`src/rtl/multicycle_sequencer_pkg.sv`:
```
// rtl/multicycle_sequencer_pkg.sv - state/opcode-class encodings and RV32I opcode constants
package multicycle_sequencer_pkg;

  typedef enum logic [2:0] {
    ST_FETCH   = 3'd0,
    ST_DECODE  = 3'd1,
    ST_EXECUTE = 3'd2,
    ST_MEM     = 3'd3,
    ST_WB      = 3'd4,
    ST_TRAP    = 3'd7
  } state_e;

  // CLS_NONE doubles as the reset value and the "illegal opcode" marker
  typedef enum logic [3:0] {
    CLS_NONE    = 4'd0,
    CLS_ALU     = 4'd1,
    CLS_ALU_IMM = 4'd2,
    CLS_LUI     = 4'd3,
    CLS_AUIPC   = 4'd4,
    CLS_JAL     = 4'd5,
    CLS_JALR    = 4'd6,
    CLS_BRANCH  = 4'd7,
    CLS_LOAD    = 4'd8,
    CLS_STORE   = 4'd9
  } op_class_e;

  localparam logic [6:0] OP_ALU     = 7'h33;
  localparam logic [6:0] OP_ALU_IMM = 7'h13;
  localparam logic [6:0] OP_LUI     = 7'h37;
  localparam logic [6:0] OP_AUIPC   = 7'h17;
  localparam logic [6:0] OP_JAL     = 7'h6F;
  localparam logic [6:0] OP_JALR    = 7'h67;
  localparam logic [6:0] OP_BRANCH  = 7'h63;
  localparam logic [6:0] OP_LOAD    = 7'h03;
  localparam logic [6:0] OP_STORE   = 7'h23;

  function automatic op_class_e decode_class(input logic [6:0] op);
    case (op)
      OP_ALU:     decode_class = CLS_ALU;
      OP_ALU_IMM: decode_class = CLS_ALU_IMM;
      OP_LUI:     decode_class = CLS_LUI;
      OP_AUIPC:   decode_class = CLS_AUIPC;
      OP_JAL:     decode_class = CLS_JAL;
      OP_JALR:    decode_class = CLS_JALR;
      OP_BRANCH:  decode_class = CLS_BRANCH;
      OP_LOAD:    decode_class = CLS_LOAD;
      OP_STORE:   decode_class = CLS_STORE;
      default:    decode_class = CLS_NONE;
    endcase
  endfunction

endpackage

```
`src/rtl/multicycle_sequencer_if.sv`:
```
// rtl/multicycle_sequencer_if.sv - sequencer control/handshake bundle
interface multicycle_sequencer_if #(
  parameter int RETIRE_W = 32
) ();
  logic [6:0]          opcode;
  logic                branchTaken;
  logic                imemReady;
  logic                dmemReady;
  logic                imemReq;
  logic                irWriteEn;
  logic                pcWriteEn;
  logic                pcSrcSel;
  logic                dmemReq;
  logic                dmemWe;
  logic                regWriteEn;
  logic                trap;
  logic [2:0]          state;
  logic [RETIRE_W-1:0] retireCount;

  modport master (
    input  opcode, branchTaken, imemReady, dmemReady,
    output imemReq, irWriteEn, pcWriteEn, pcSrcSel, dmemReq, dmemWe,
           regWriteEn, trap, state, retireCount
  );

  modport slave (
    output opcode, branchTaken, imemReady, dmemReady,
    input  imemReq, irWriteEn, pcWriteEn, pcSrcSel, dmemReq, dmemWe,
           regWriteEn, trap, state, retireCount
  );
endinterface

```
`src/rtl/multicycle_sequencer_mem_wait_timer.sv`:
```
// rtl/multicycle_sequencer_mem_wait_timer.sv - 4-bit memory wait counter shared by FETCH and MEM
module multicycle_sequencer_mem_wait_timer #(
  parameter int MEM_TIMEOUT = 15
) (
  input  logic clk,
  input  logic rst,
  input  logic clr_i,
  input  logic en_i,
  output logic timeout_o
);
  localparam logic [3:0] LAST_CNT = 4'(MEM_TIMEOUT - 1);

  logic [3:0] cnt_q, cnt_d;

  always_comb begin
    cnt_d = cnt_q;
    if (clr_i)
      cnt_d = 4'd0;
    else if (en_i)
      cnt_d = cnt_q + 4'd1;
  end

  always_ff @(posedge clk or negedge rst) begin
    if (!rst)
      cnt_q <= 4'd0;
    else
      cnt_q <= cnt_d;
  end

  // High during the last tolerated unanswered cycle; the FSM lets ready win
  assign timeout_o = (cnt_q == LAST_CNT);
endmodule

```
`src/rtl/multicycle_sequencer.sv`:
```
// rtl/multicycle_sequencer.sv - multi-cycle FETCH/DECODE/EXECUTE/MEM/WB control FSM
module multicycle_sequencer
  import multicycle_sequencer_pkg::*;
#(
  parameter int MEM_TIMEOUT = 15,
  parameter int RETIRE_W    = 32
) (
  input  logic                   clk,
  input  logic                   rst,
  multicycle_sequencer_if.master bus
);
  state_e              state_q, state_d;
  op_class_e           class_q, class_d;
  logic [RETIRE_W-1:0] retire_q;
  logic                retire;
  logic                timeout, wait_clr, wait_en;

  multicycle_sequencer_mem_wait_timer #(.MEM_TIMEOUT(MEM_TIMEOUT)) u_wait (
    .clk       (clk),
    .rst       (rst),
    .clr_i     (wait_clr),
    .en_i      (wait_en),
    .timeout_o (timeout)
  );

  assign wait_clr = (state_d != state_q) && (state_d == ST_FETCH || state_d == ST_MEM);
  assign wait_en  = (state_q == ST_FETCH && !bus.imemReady) ||
                    (state_q == ST_MEM   && !bus.dmemReady);

  always_ff @(posedge clk or negedge rst) begin
    if (!rst) begin
      state_q  <= ST_FETCH;
      class_q  <= CLS_NONE;
      retire_q <= '0;
    end else begin
      state_q  <= state_d;
      class_q  <= class_d;
      if (retire)
        retire_q <= retire_q + 1'b1;
    end
  end

  always_comb begin
    state_d = state_q;
    class_d = class_q;
    case (state_q)
      ST_FETCH: begin
        if (bus.imemReady)
          state_d = ST_DECODE;
        else if (timeout)
          state_d = ST_TRAP;
      end
      ST_DECODE: begin
        class_d = decode_class(bus.opcode);
        state_d = (class_d == CLS_NONE) ? ST_TRAP : ST_EXECUTE;
      end
      ST_EXECUTE: begin
        case (class_q)
          CLS_BRANCH:          state_d = ST_FETCH;
          CLS_LOAD, CLS_STORE: state_d = ST_MEM;
          default:             state_d = ST_WB;
        endcase
      end
      ST_MEM: begin
        if (bus.dmemReady)
          state_d = (class_q == CLS_LOAD) ? ST_WB : ST_FETCH;
        else if (timeout)
          state_d = ST_TRAP;
      end
      ST_WB:   state_d = ST_FETCH;
      ST_TRAP: state_d = ST_TRAP;
      default: state_d = ST_FETCH;
    endcase
  end

  // Outputs are decoded combinationally and forced low while rst is asserted
  always_comb begin
    bus.imemReq    = 1'b0;
    bus.irWriteEn  = 1'b0;
    bus.pcWriteEn  = 1'b0;
    bus.pcSrcSel   = 1'b0;
    bus.dmemReq    = 1'b0;
    bus.dmemWe     = 1'b0;
    bus.regWriteEn = 1'b0;
    bus.trap       = 1'b0;
    retire         = 1'b0;
    if (rst) begin
      case (state_q)
        ST_FETCH: begin
          bus.imemReq   = 1'b1;
          bus.irWriteEn = bus.imemReady;
        end
        ST_EXECUTE: begin
          if (class_q == CLS_BRANCH) begin
            bus.pcWriteEn = 1'b1;
            bus.pcSrcSel  = bus.branchTaken;
            retire        = 1'b1;
          end
        end
        ST_MEM: begin
          bus.dmemReq = 1'b1;
          bus.dmemWe  = (class_q == CLS_STORE);
          if (class_q == CLS_STORE && bus.dmemReady) begin
            bus.pcWriteEn = 1'b1;
            retire        = 1'b1;
          end
        end
        ST_WB: begin
          bus.regWriteEn = 1'b1;
          bus.pcWriteEn  = 1'b1;
          bus.pcSrcSel   = (class_q == CLS_JAL || class_q == CLS_JALR);
          retire         = 1'b1;
        end
        ST_TRAP: bus.trap = 1'b1;
        default: ;
      endcase
    end
  end

  assign bus.state       = state_q;
  assign bus.retireCount = retire_q;
endmodule

```
`src/flat_wrapper.sv`:
```
// flat-port wrapper written by rule: the top's interface ports become plain ports
module multicycle_sequencer_flat import multicycle_sequencer_pkg::*;
#(
  parameter int MEM_TIMEOUT = 15,
  parameter int RETIRE_W    = 32
)
  (clk, rst, bus_opcode, bus_branchTaken, bus_imemReady, bus_dmemReady, bus_imemReq, bus_irWriteEn, bus_pcWriteEn, bus_pcSrcSel, bus_dmemReq, bus_dmemWe, bus_regWriteEn, bus_trap, bus_state, bus_retireCount);
  multicycle_sequencer_if #(.RETIRE_W(RETIRE_W)) bus_i ();
  input  logic clk;
  input  logic rst;
  input wire logic [$bits(bus_i.opcode)-1:0] bus_opcode;
  input wire logic [$bits(bus_i.branchTaken)-1:0] bus_branchTaken;
  input wire logic [$bits(bus_i.imemReady)-1:0] bus_imemReady;
  input wire logic [$bits(bus_i.dmemReady)-1:0] bus_dmemReady;
  output wire logic [$bits(bus_i.imemReq)-1:0] bus_imemReq;
  output wire logic [$bits(bus_i.irWriteEn)-1:0] bus_irWriteEn;
  output wire logic [$bits(bus_i.pcWriteEn)-1:0] bus_pcWriteEn;
  output wire logic [$bits(bus_i.pcSrcSel)-1:0] bus_pcSrcSel;
  output wire logic [$bits(bus_i.dmemReq)-1:0] bus_dmemReq;
  output wire logic [$bits(bus_i.dmemWe)-1:0] bus_dmemWe;
  output wire logic [$bits(bus_i.regWriteEn)-1:0] bus_regWriteEn;
  output wire logic [$bits(bus_i.trap)-1:0] bus_trap;
  output wire logic [$bits(bus_i.state)-1:0] bus_state;
  output wire logic [$bits(bus_i.retireCount)-1:0] bus_retireCount;
  assign bus_i.opcode = bus_opcode;
  assign bus_i.branchTaken = bus_branchTaken;
  assign bus_i.imemReady = bus_imemReady;
  assign bus_i.dmemReady = bus_dmemReady;
  assign bus_imemReq = bus_i.imemReq;
  assign bus_irWriteEn = bus_i.irWriteEn;
  assign bus_pcWriteEn = bus_i.pcWriteEn;
  assign bus_pcSrcSel = bus_i.pcSrcSel;
  assign bus_dmemReq = bus_i.dmemReq;
  assign bus_dmemWe = bus_i.dmemWe;
  assign bus_regWriteEn = bus_i.regWriteEn;
  assign bus_trap = bus_i.trap;
  assign bus_state = bus_i.state;
  assign bus_retireCount = bus_i.retireCount;
  multicycle_sequencer #(.MEM_TIMEOUT(MEM_TIMEOUT), .RETIRE_W(RETIRE_W)) u_core (.clk(clk), .rst(rst), .bus(bus_i));
endmodule
```
`config.mk`:
```
export PLATFORM = sky130hd
export DESIGN_NAME = multicycle_sequencer_flat
export DESIGN_NICKNAME = d
export VERILOG_FILES = /design/src/rtl/multicycle_sequencer_pkg.sv /design/src/rtl/multicycle_sequencer_if.sv /design/src/rtl/multicycle_sequencer_mem_wait_timer.sv /design/src/rtl/multicycle_sequencer.sv /design/src/flat_wrapper.sv
export SDC_FILE = /design/constraint.sdc
export NUM_CORES = 1
export LEC_CHECK = 0
export BUFFER_PORTS_ARGS = -buffer_cell sky130_fd_sc_hd__buf_4
export CAP_MARGIN = 20
export CORE_MARGIN = 2
export CORE_UTILIZATION = 45
export CTS_BUF_LIST = sky130_fd_sc_hd__clkbuf_4 sky130_fd_sc_hd__clkbuf_8
export CTS_CLUSTER_SIZE = 14
export DETAILED_ROUTE_END_ITERATION = 12
export PLACE_DENSITY = 0.8
export SLEW_MARGIN = 0
export SYNTH_ARGS = -nofsm -noshare
export SYNTH_HDL_FRONTEND = slang
export SYNTH_HIERARCHICAL = 1
export SYNTH_SLANG_ARGS = --single-unit
```
`constraint.sdc`:
```
create_clock -name clk -period 4.18 [get_ports clk]
set_input_delay 0.836 -clock clk [delete_from_list [all_inputs] [get_ports clk]]
set_output_delay 0.836 -clock clk [all_outputs]
set_load 0.01 [all_outputs]
```
==> flow_metrics.tcl, run 1 <==
set metrics [dict create \
    status "completed" \
    numCtsBuffers 5 \
    place_hpwl_um 4020 \
    grt_pass1_wl_um 9720 \
    reg2reg_depth 8 \
    tritoncts "done" \
    timing.rr.start "u_core/bus.state[1]$_DFF_PN0_" \
    ys_seq_area_share_pct 44.8 \
    fin_area_um2 2990 \
    muxShareOfSynthArea_pct 1.09 \
    syn_inst 253 \
    worstSetupPathType "register to primary output" \
    grt_pass1_vias 2028 \
    ys_types 49 \
    yosys.area_share.simple_pct 28.9 \
    synth_top_family_by_area "simple AND/OR/NAND/NOR gates" \
    drcViolationCount 0 \
    antenna_cells 0 \
    cp-end-kind "primary output" \
    rsz0062_at_grt "no" \
    hold_class "primary input to asynchronous set/reset pin" \
    clk_pin_slew_worst_paths_ps 80 \
    vias_per_cell 5.53 \
    synthMostInstantiatedCell "dfrtp_1" \
    gp_congestion 0.917 \
    crit_required_ps 3340 \
    tns_ps 0 \
    r2r_slack_ps 1510 \
    utilization_pct 58.1 \
    hold_violations 0 \
    place_area_um2 2850 \
    ctsHoldBuffers 0 \
    ant_nets 0 \
    setup_slack_ps 1190 \
    routedWlPerCell_um 14.7 \
    drive_gt1_share_pct 25.2 \
    period_share_pct 71.5 \
    setup_viol 0 \
    antenna_found_initial 0 \
    drt_iter0_drc 163 \
    area_growth_pct 24.3 \
    die_h_um 77.1 \
    min_period_ps 2990 \
    ys_async_sr_fraction_pct 100 \
    overflow 0 \
    regArea_um2 1080 \
    ys_ff_latch 43 \
    crit_start "u_core/bus.state[1]$_DFF_PN0_" \
    port_buffers 54 \
    grt_usage_pct 20.6 \
    critPathLaunchType "register" \
    fin_skew_ps 8.87 \
    routed_wl_um 5560 \
    synth_top_flop_cell "dfrtp_1" \
    netlist_top_cells_count "dfrtp_1 (43), nand2_1 (33), xnor2_1 (25)" \
    yosys-top-cells-area "dfrtp_1 (45%), xnor2_1 (9.1%), nand2_1 (5.2%), nor2_1 (3.6%), xor2_1 (3.3%)" \
    multi_input_area_um2 1250 \
    synth-edff-count 0 \
    maxCapViolCount 0 \
    power.total_uw 1310 \
    nFillCells 470 \
    clkSinkCount 43 \
    grt_max_degree 33 \
    post_cts_resized 0 \
    clock_latency_ps 310 \
    max_freq_ghz 0.334 \
    crit_arrival_ps 2150 \
    synth_xor_area_share_pct 12.4 \
    core_area_um2 5140 \
    synth_compound_area_share_pct 7.97 \
    drt-pass1-iter-count 4 \
    r2r_end "u_core/u_wait/cnt_q[3]$_DFFE_PN0P_" \
    initial_utilization_pct 46.7 \
    yosys.area.top_type "dfrtp_1" \
    dieArea_um2 5940 \
    final_nets 323 \
    slew_headroom_pct 46.8 \
    ios 55 \
    crit_path_end "bus_pcWriteEn" \
    cp_max_fo 20 \
    p_leak_uw 0.00140 \
    synthAdderAreaFrac_pct 1.56 \
    syn_nets 268 \
    report.final.slew_viol_count 0 \
    vias 2097 \
    rows 26 \
    chipWidth_um 77.1 \
    cts-root-buf "clkbuf_8" \
    ir_worst_vdd_uv 249 \
    synth_top_area_share_pct 44.8 \
    powerDensity_nw_per_um2 438 \
    netlist_area_um2 2400 \
    cts.path.max_buffers 2 \
    synth_area_per_cell_um2 9.50 \
    worst_pin_slew_ps 791 \
    post-cts-setup-buffers 0 \
    yosys_warnings 6 \
    post-place-ws_ps 1190 \
    htreeDepth 2 \
]
## flip-flops by register name, summed over array words and instances (netlist names)
signal,cells
u_core/class_q,4
u_core/bus.retireCount,32
u_core/u_wait/cnt_q,4
u_core/bus.state,3
## cells in the final DEF (no fill, tap or decap), types with 2 or more instances in the layout
cell	netlist	layout
a21bo_2	2	2
a21oi_1	7	7
and2_1	5	5
and3_1	9	9
and4_1	3	3
buf_4	1	55
bufinv_16	0	2
clkbuf_8	2	5
dfrtp_1	43	43
ha_1	3	3
inv_1	7	7
nand2_1	33	33
nand2b_1	2	2
nand3_1	14	14
nand4_1	9	9
nor2_1	23	23
nor2b_1	5	5
nor3_1	9	9
nor4_1	2	2
o21ai_0	10	10
or3_1	2	2
xnor2_1	25	25
xor2_1	9	9
## critical path: stages (launching register included)
cell,delay [ps]
dfrtp_1,730
and4bb_2,320
a41oi_2,190
nand2_1,330
buf_4,270
## final cells by class
| class | count | share of cell area (%) |
|---|---|---|
| clock buffer | 5 | 2.30 |
| sequential | 43 | 36.0 |
| multi-input combinational | 196 | 41.8 |
| timing repair buffer | 55 | 13.8 |
| clock inverter | 3 | 2.26 |
| inverter | 7 | 0.880 |
| tap | 70 | 2.93 |
## how the worst min path moves through the flow
stage,cells after the start,start,to,slack [ps]
floorplan,2,u_core/class_q[3]$_DFFE_PN0P_,u_core/class_q[3]$_DFFE_PN0P_,490
CTS,1,rst,u_core/bus.retireCount[10]$_DFFE_PN0P_,400
detailed placement,1,u_core/bus.retireCount[31]$_DFFE_PN0P_,u_core/bus.retireCount[31]$_DFFE_PN0P_,470
finish,1,rst,u_core/bus.retireCount[10]$_DFFE_PN0P_,400
global placement,1,u_core/bus.retireCount[31]$_DFFE_PN0P_,u_core/bus.retireCount[31]$_DFFE_PN0P_,460
global route,1,rst,u_core/bus.retireCount[10]$_DFFE_PN0P_,410
## per-stage QoR
stage          std cells  hold WS, ps
6_report             379          395
5_1_grt              379          406
4_1_cts              379          399
3_5_place_dp         371          470
3_3_place_gp         371          465
2_1_floorplan        253          493
## power by group
| part | internal, µW | switching, µW |
|---|---|---|
| combinational | 164 | 191 |
| clock | 238 | 152 |
| sequential | 462 | 99.4 |
| total | 864 | 443 |
## per-layer routing
metal | track usage, % | vias to the layer above | part of all wire [%]
met3 | 5.29 | 8 | 7.6
met4 | 6.79 | 0 | 1.4
met5 | 0 | - | 0
met2 | 33.4 | 79 | 48
met1 | 26.9 | 1015 | 43
li1 | - | 995 | -
## kinds of logic (layout without fill, tap and decap cells)
kind of cell	count (synthesis)	in the layout
flops	43	43
compound gates	28	28
buf+inv	14	70
mux	2	2
simple gates	129	129
fa+ha+maj	3	3
xor+xnor	34	34
Power figures use the tool's default switching activity.
==> inputs of run 2 (changes only) <==
==> constraint.sdc (replaced) <==
create_clock -name clk -period 2.8 [get_ports clk]
set_input_delay 0.56 -clock clk [delete_from_list [all_inputs] [get_ports clk]]
set_output_delay 0.56 -clock clk [all_outputs]
set_load 0.01 [all_outputs]
==> run 2 against run 1 <==
Final cell count rose by 0.53%; sequential share of layout area rose by 0.32 points; worst setup slack got worse by 860 ps; sequential power rose by 45%; design area fell by 0.88%; utilization fell by 0.51 points; hold slack got worse by 310 ps; largest power group unchanged; sequential cell count did not move; wire length fell by 7.1%.
==> flow_metrics.tcl, run 2 (synthesized netlist as in run 1, its figures left out) <==
set metrics [dict create \
    numCtsBuffers 5 \
    status "completed" \
    utilization_pct 57.6 \
    cts-root-buf "clkbuf_8" \
    slew_headroom_pct 62.3 \
    ios 55 \
    core_area_um2 5140 \
    clock_latency_ps 300 \
    drt_iter0_drc 161 \
    dpl.cell_count 374 \
    clk_pin_slew_worst_paths_ps 80 \
    crit_required_ps 2240 \
    dieArea_um2 5940 \
    die_h_um 77.1 \
    ant_nets 0 \
    routed_wl_um 5160 \
    period_share_pct 88.4 \
    hold_class "primary input to asynchronous set/reset pin" \
    crit_arrival_ps 1920 \
    ctsHoldBuffers 0 \
    grt_pass1_vias 1918 \
    cp_max_fo 20 \
    largest_reg_flops 32 \
    chipWidth_um 77.1 \
    max_freq_ghz 0.404 \
    antenna_cells 0 \
    report.final.slew_viol_count 0 \
    rsz0062_at_grt "no" \
    grt_pass1_wl_um 8830 \
    critPathLaunchType "register" \
    regArea_um2 1080 \
    vias_per_cell 5.36 \
    drt-pass1-iter-count 4 \
    post-place-ws_ps 364 \
    clkSinkCount 43 \
    ir_worst_vdd_uv 342 \
    tritoncts "done" \
    drive_gt1_share_pct 25.7 \
    routedWlPerCell_um 13.5 \
    antenna_found_initial 0 \
    worstSetupPathType "register to primary output" \
    final_nets 326 \
    worst_pin_slew_ps 566 \
    post-cts-setup-buffers 0 \
    htreeDepth 2 \
    setup_viol 0 \
    rows 26 \
    initial_utilization_pct 46.7 \
    hold_violations 0 \
    post_cts_resized 0 \
    area_growth_pct 23.2 \
    maxCapViolCount 0 \
    nFillCells 488 \
    tns_ps 0 \
    layout_commonest_cell "buf_4" \
    fin_area_um2 2960 \
    grt_max_degree 40 \
    powerDensity_nw_per_um2 606 \
    gp_congestion 0.856 \
    final_cell_mix "buf_4 (58), dfrtp_1 (43), nand2_1 (33)" \
    port_buffers 54 \
    place_hpwl_um 3900 \
    p_leak_uw 0.00140 \
    place_area_um2 2870 \
    fin_cells 381 \
    min_period_ps 2480 \
    cts.path.max_buffers 2 \
    drcViolationCount 0 \
    setup_slack_ps 324 \
    overflow 0 \
    reg2reg_depth 9 \
    fin_skew_ps 2.21 \
    vias 2041 \
    grt_usage_pct 18.6 \
    cp-end-kind "primary output" \
    multi_input_area_um2 1250 \
]
[run 2: changes by cell type in the layout (fill, tap and decap cells not counted)]
cell | before | now
bufinv_16 | 2 | 0
clkinvlp_4 | 1 | 0
clkbuf_8 | 5 | 6
buf_4 | 55 | 58
clkinv_2 | 0 | 1
[run 2: routing by layer]
layer,track usage [%],part of all wire [%],vias up
met5,0,0,-
met4,6.96,1.5,0
met3,4.47,6.3,6
met2,30.8,47,58
met1,23.6,45,978
li1,-,-,999
[run 2: worst max-delay path, cell delays in order, from the launching register on]
cell and delay, ps:
dfrtp_1 710, and4bb_2 320, a41oi_2 190, nand2_1 200
buf_4 200
[run 2: path summary, 6_finish.rpt]
check,from,endpoint,slack (ps)
min in group clk,bus_opcode[6],u_core/class_q[3]$_DFFE_PN0P_,460
max in group asynchronous,rst,u_core/bus.retireCount[3]$_DFFE_PN0P_,2010
min reg2reg,u_core/bus.retireCount[31]$_DFFE_PN0P_,u_core/bus.retireCount[31]$_DFFE_PN0P_,480
max,u_core/bus.state[1]$_DFF_PN0_,bus_pcWriteEn,320
max reg2reg,u_core/bus.state[1]$_DFF_PN0_,u_core/u_wait/cnt_q[3]$_DFFE_PN0P_,560
min,rst,u_core/class_q[0]$_DFFE_PN0P_,90
[run 2: power by group]
group	switching [µW]	total [µW]	internal (µW)	leakage, µW
registers	127	816	690	0.000589
logic	303	578	275	0.000764
clock network	206	400	194	0.0000470
[run 2: metrics by stage]
step	hold WS (ps)	total power, µW
after global placement	401	1380
after detailed placement	405	1400
after CTS	75.6	1810
final	88.6	1790
after floorplan	264	1190
after global routing	83.2	1910
[run 2: cell type report]
cell class / instances / area share (%)
well taps: 70 / 2.96
clock inverters: 1 / 0.169
clock buffers: 6 / 2.79
inverters: 7 / 0.888
multi-input cells: 196 / 42.1
flip-flops and latches: 43 / 36.3
repair buffers: 58 / 14.7
==> inputs of run 3 (changes only) <==
--- a/config.mk
+++ b/config.mk
@@ -12,9 +12,9 @@
 export CTS_BUF_LIST = sky130_fd_sc_hd__clkbuf_4 sky130_fd_sc_hd__clkbuf_8
 export CTS_CLUSTER_SIZE = 14
 export DETAILED_ROUTE_END_ITERATION = 12
-export PLACE_DENSITY = 0.8
+export HOLD_SLACK_MARGIN = 0.03
+export PLACE_DENSITY = 0.81
 export SLEW_MARGIN = 0
 export SYNTH_ARGS = -nofsm -noshare
 export SYNTH_HDL_FRONTEND = slang
-export SYNTH_HIERARCHICAL = 1
 export SYNTH_SLANG_ARGS = --single-unit
==> run 3 against run 2 <==
Clock skew rose by 6.9 ps; critical endpoint unchanged; final cell count fell by 2.6%; power fell by 3.0%; sequential power fell by 2.7%; worst setup slack improved by 19 ps; register-to-register slack improved by 180 ps; first-iteration DRC count fell by 53%; largest power group unchanged; wire length fell by 2.8%; maximum frequency rose by 0.77%; via count fell by 3.1%; critical path depth rose by 1.
==> flow_metrics.tcl, run 3 <==
set metrics [dict create \
    initial_utilization_pct 46.3 \
    place_hpwl_um 3800 \
    rows 26 \
    seq_power_share_pct 45.6 \
    synthAdderAreaFrac_pct 1.59 \
    dieArea_um2 5860 \
    power.total_uw 1740 \
    yosys.area.top_type "dfrtp_1" \
    yosys_warnings 0 \
    final_cell_mix "buf_4 (58), dfrtp_1 (43), nand2_1 (27)" \
    antenna_found_initial 0 \
    tns_ps 0 \
    drcViolationCount 0 \
    final_nets 315 \
    ys_seq_area_share_pct 45.5 \
    post_cts_resized 0 \
    ys_types 46 \
    synth_top_family_by_area "simple AND/OR/NAND/NOR gates" \
    ys_async_sr_fraction_pct 100 \
    netlist_top_cells_count "dfrtp_1 (43), nand2_1 (27), nor2_1 (21)" \
    critPathLaunchType "register" \
    post-place-ws_ps 549 \
    crit_buf_inv 2 \
    tritoncts "done" \
    crit_arrival_ps 1900 \
    pwr-share-comb_pct 31.8 \
    grt_max_degree 27 \
    htreeDepth 2 \
    worst_pin_slew_ps 594 \
    ios 55 \
    cts.path.max_buffers 2 \
    numCtsBuffers 5 \
    overflow 0 \
    clk_pin_slew_worst_paths_ps 80 \
    synthMostInstantiatedCell "dfrtp_1" \
    hold_class "primary input to asynchronous set/reset pin" \
    syn_nets 256 \
    setup_slack_ps 343 \
    routed_wl_um 5020 \
    ctsHoldBuffers 0 \
    antenna_cells 0 \
    vias 1977 \
    period_share_pct 87.7 \
    drt-pass1-iter-count 4 \
    drt_iter0_drc 76 \
    min_period_ps 2460 \
    drive_gt1_share_pct 25.9 \
    cp_top_family "compound AO/OA/AOI/OAI gates" \
    power.switching_uw 616 \
    synth_top_area_share_pct 45.5 \
    cpMaxStageDelayCell "dfrtp_1" \
    grt_pass1_wl_um 8500 \
    cp_num_cells 5 \
    ys_ff_latch 43 \
    largest_reg_flops 32 \
    grt_pass1_vias 1846 \
    layout_commonest_cell "buf_4" \
    max_freq_ghz 0.407 \
    crit_required_ps 2240 \
    maxCapViolCount 0 \
    ir_worst_vdd_uv 349 \
    die_h_um 76.5 \
    rsz0062_at_grt "no" \
    cp-end-kind "primary output" \
    intPower_uw 1120 \
    yosys.area_share.simple_pct 27.4 \
    port_buffers 54 \
    ant_nets 0 \
    syn_inst 241 \
    clock_latency_ps 290 \
    routedWlPerCell_um 13.5 \
    muxShareOfSynthArea_pct 0 \
    utilization_pct 57.7 \
    hold_violations 0 \
    p_leak_uw 0.00147 \
    gp_congestion 0.839 \
    cp_max_fo 14 \
    synth_compound_area_share_pct 9.94 \
    powerDensity_nw_per_um2 590 \
    reg2reg_depth 5 \
    fin_skew_ps 9.06 \
    swShare_pct 35.4 \
    cts-root-buf "clkbuf_8" \
    area_growth_pct 24.6 \
    report.final.slew_viol_count 0 \
    worstSetupPathType "register to primary output" \
    slowest_delay_ps 530 \
    core_area_um2 5110 \
    clkSinkCount 43 \
    netlist_area_um2 2370 \
    setup_viol 0 \
    status "completed" \
    hold-worst-slack_ps 89.9 \
    synth_xor_area_share_pct 12.9 \
    slew_headroom_pct 60.4 \
    worstPathCellList "and4b_1 -> a32o_2 -> a21oi_2 -> inv_2 -> buf_4" \
    grt_usage_pct 17.8 \
    synth_area_per_cell_um2 9.82 \
    post-cts-setup-buffers 0 \
    clockPowerShare_pct 22.6 \
    synth-edff-count 0 \
    synth_top_flop_cell "dfrtp_1" \
    chipWidth_um 76.5 \
    yosys-top-cells-area "dfrtp_1 (45%), xnor2_1 (6.7%), xor2_1 (6.3%), nand2_1 (4.3%), nor2_1 (3.3%)" \
    vias_per_cell 5.33 \
]
==> run 3: changes by cell type after synthesis, sizes merged, moves of 3 or more <==
cell    delta
clkbuf     -3
xor2       +8
o21ai      -7
nand3b     +4
nand2      -7
nor3b      +4
xnor2      -7
nand3      -4
==> run 3: layout make-up <==
class / instances / area (µm²)
flip-flops and latches: 43 / 1080
repair buffers: 58 / 435
well taps: 70 / 87.6
clock inverters: 2 / 12.5
fillers: 461 / 2160
multi-input cells: 183 / 1230
inverters: 9 / 33.8
clock buffers: 6 / 76.3
==> run 3: path summary, 6_finish.rpt <==
check / from / endpoint / slack (ps)
max: u_core.bus.state[1]$_DFF_PN0_ / bus_pcWriteEn / 340
max in group asynchronous: rst / u_core.bus.retireCount[2]$_DFFE_PN0P_ / 1930
min: rst / u_core.class_q[2]$_DFFE_PN0P_ / 90
max reg2reg: u_core.bus.state[1]$_DFF_PN0_ / u_core.bus.retireCount[10]$_DFFE_PN0P_ / 740
min in group clk: bus_opcode[6] / u_core.class_q[3]$_DFFE_PN0P_ / 470
min reg2reg: u_core.bus.retireCount[31]$_DFFE_PN0P_ / u_core.bus.retireCount[31]$_DFFE_PN0P_ / 480
==> run 3: per-layer routing <==
metal | wire, µm | GRT usage [%]
met1 | 2340 | 23.3
met2 | 2440 | 29.2
met3 | 164 | 4.27
met4 | 72 | 5.82
met5 | 0 | 0
==> run 3: power groups by stage <==
stage / registers [µW] / clock network [µW] / logic, µW
floorplan: 797 / 0 / 332
global placement: 799 / 0 / 538
detailed placement: 801 / 0 / 552
CTS: 790 / 396 / 551
global route: 807 / 429 / 613
finish: 794 / 394 / 553
==> run 3: cells by family after synthesis <==
family	Yosys count
buf+inv	15
simple gates	112
flops	43
compound gates	33
xor+xnor	35
fa+ha+maj	3
==> run 3: metrics by stage <==
step	std cells	area [µm²]
CTS	371	2950
floorplan	241	2370
global placement	363	2860
detailed placement	363	2860
global route	371	2950
finish	371	2950
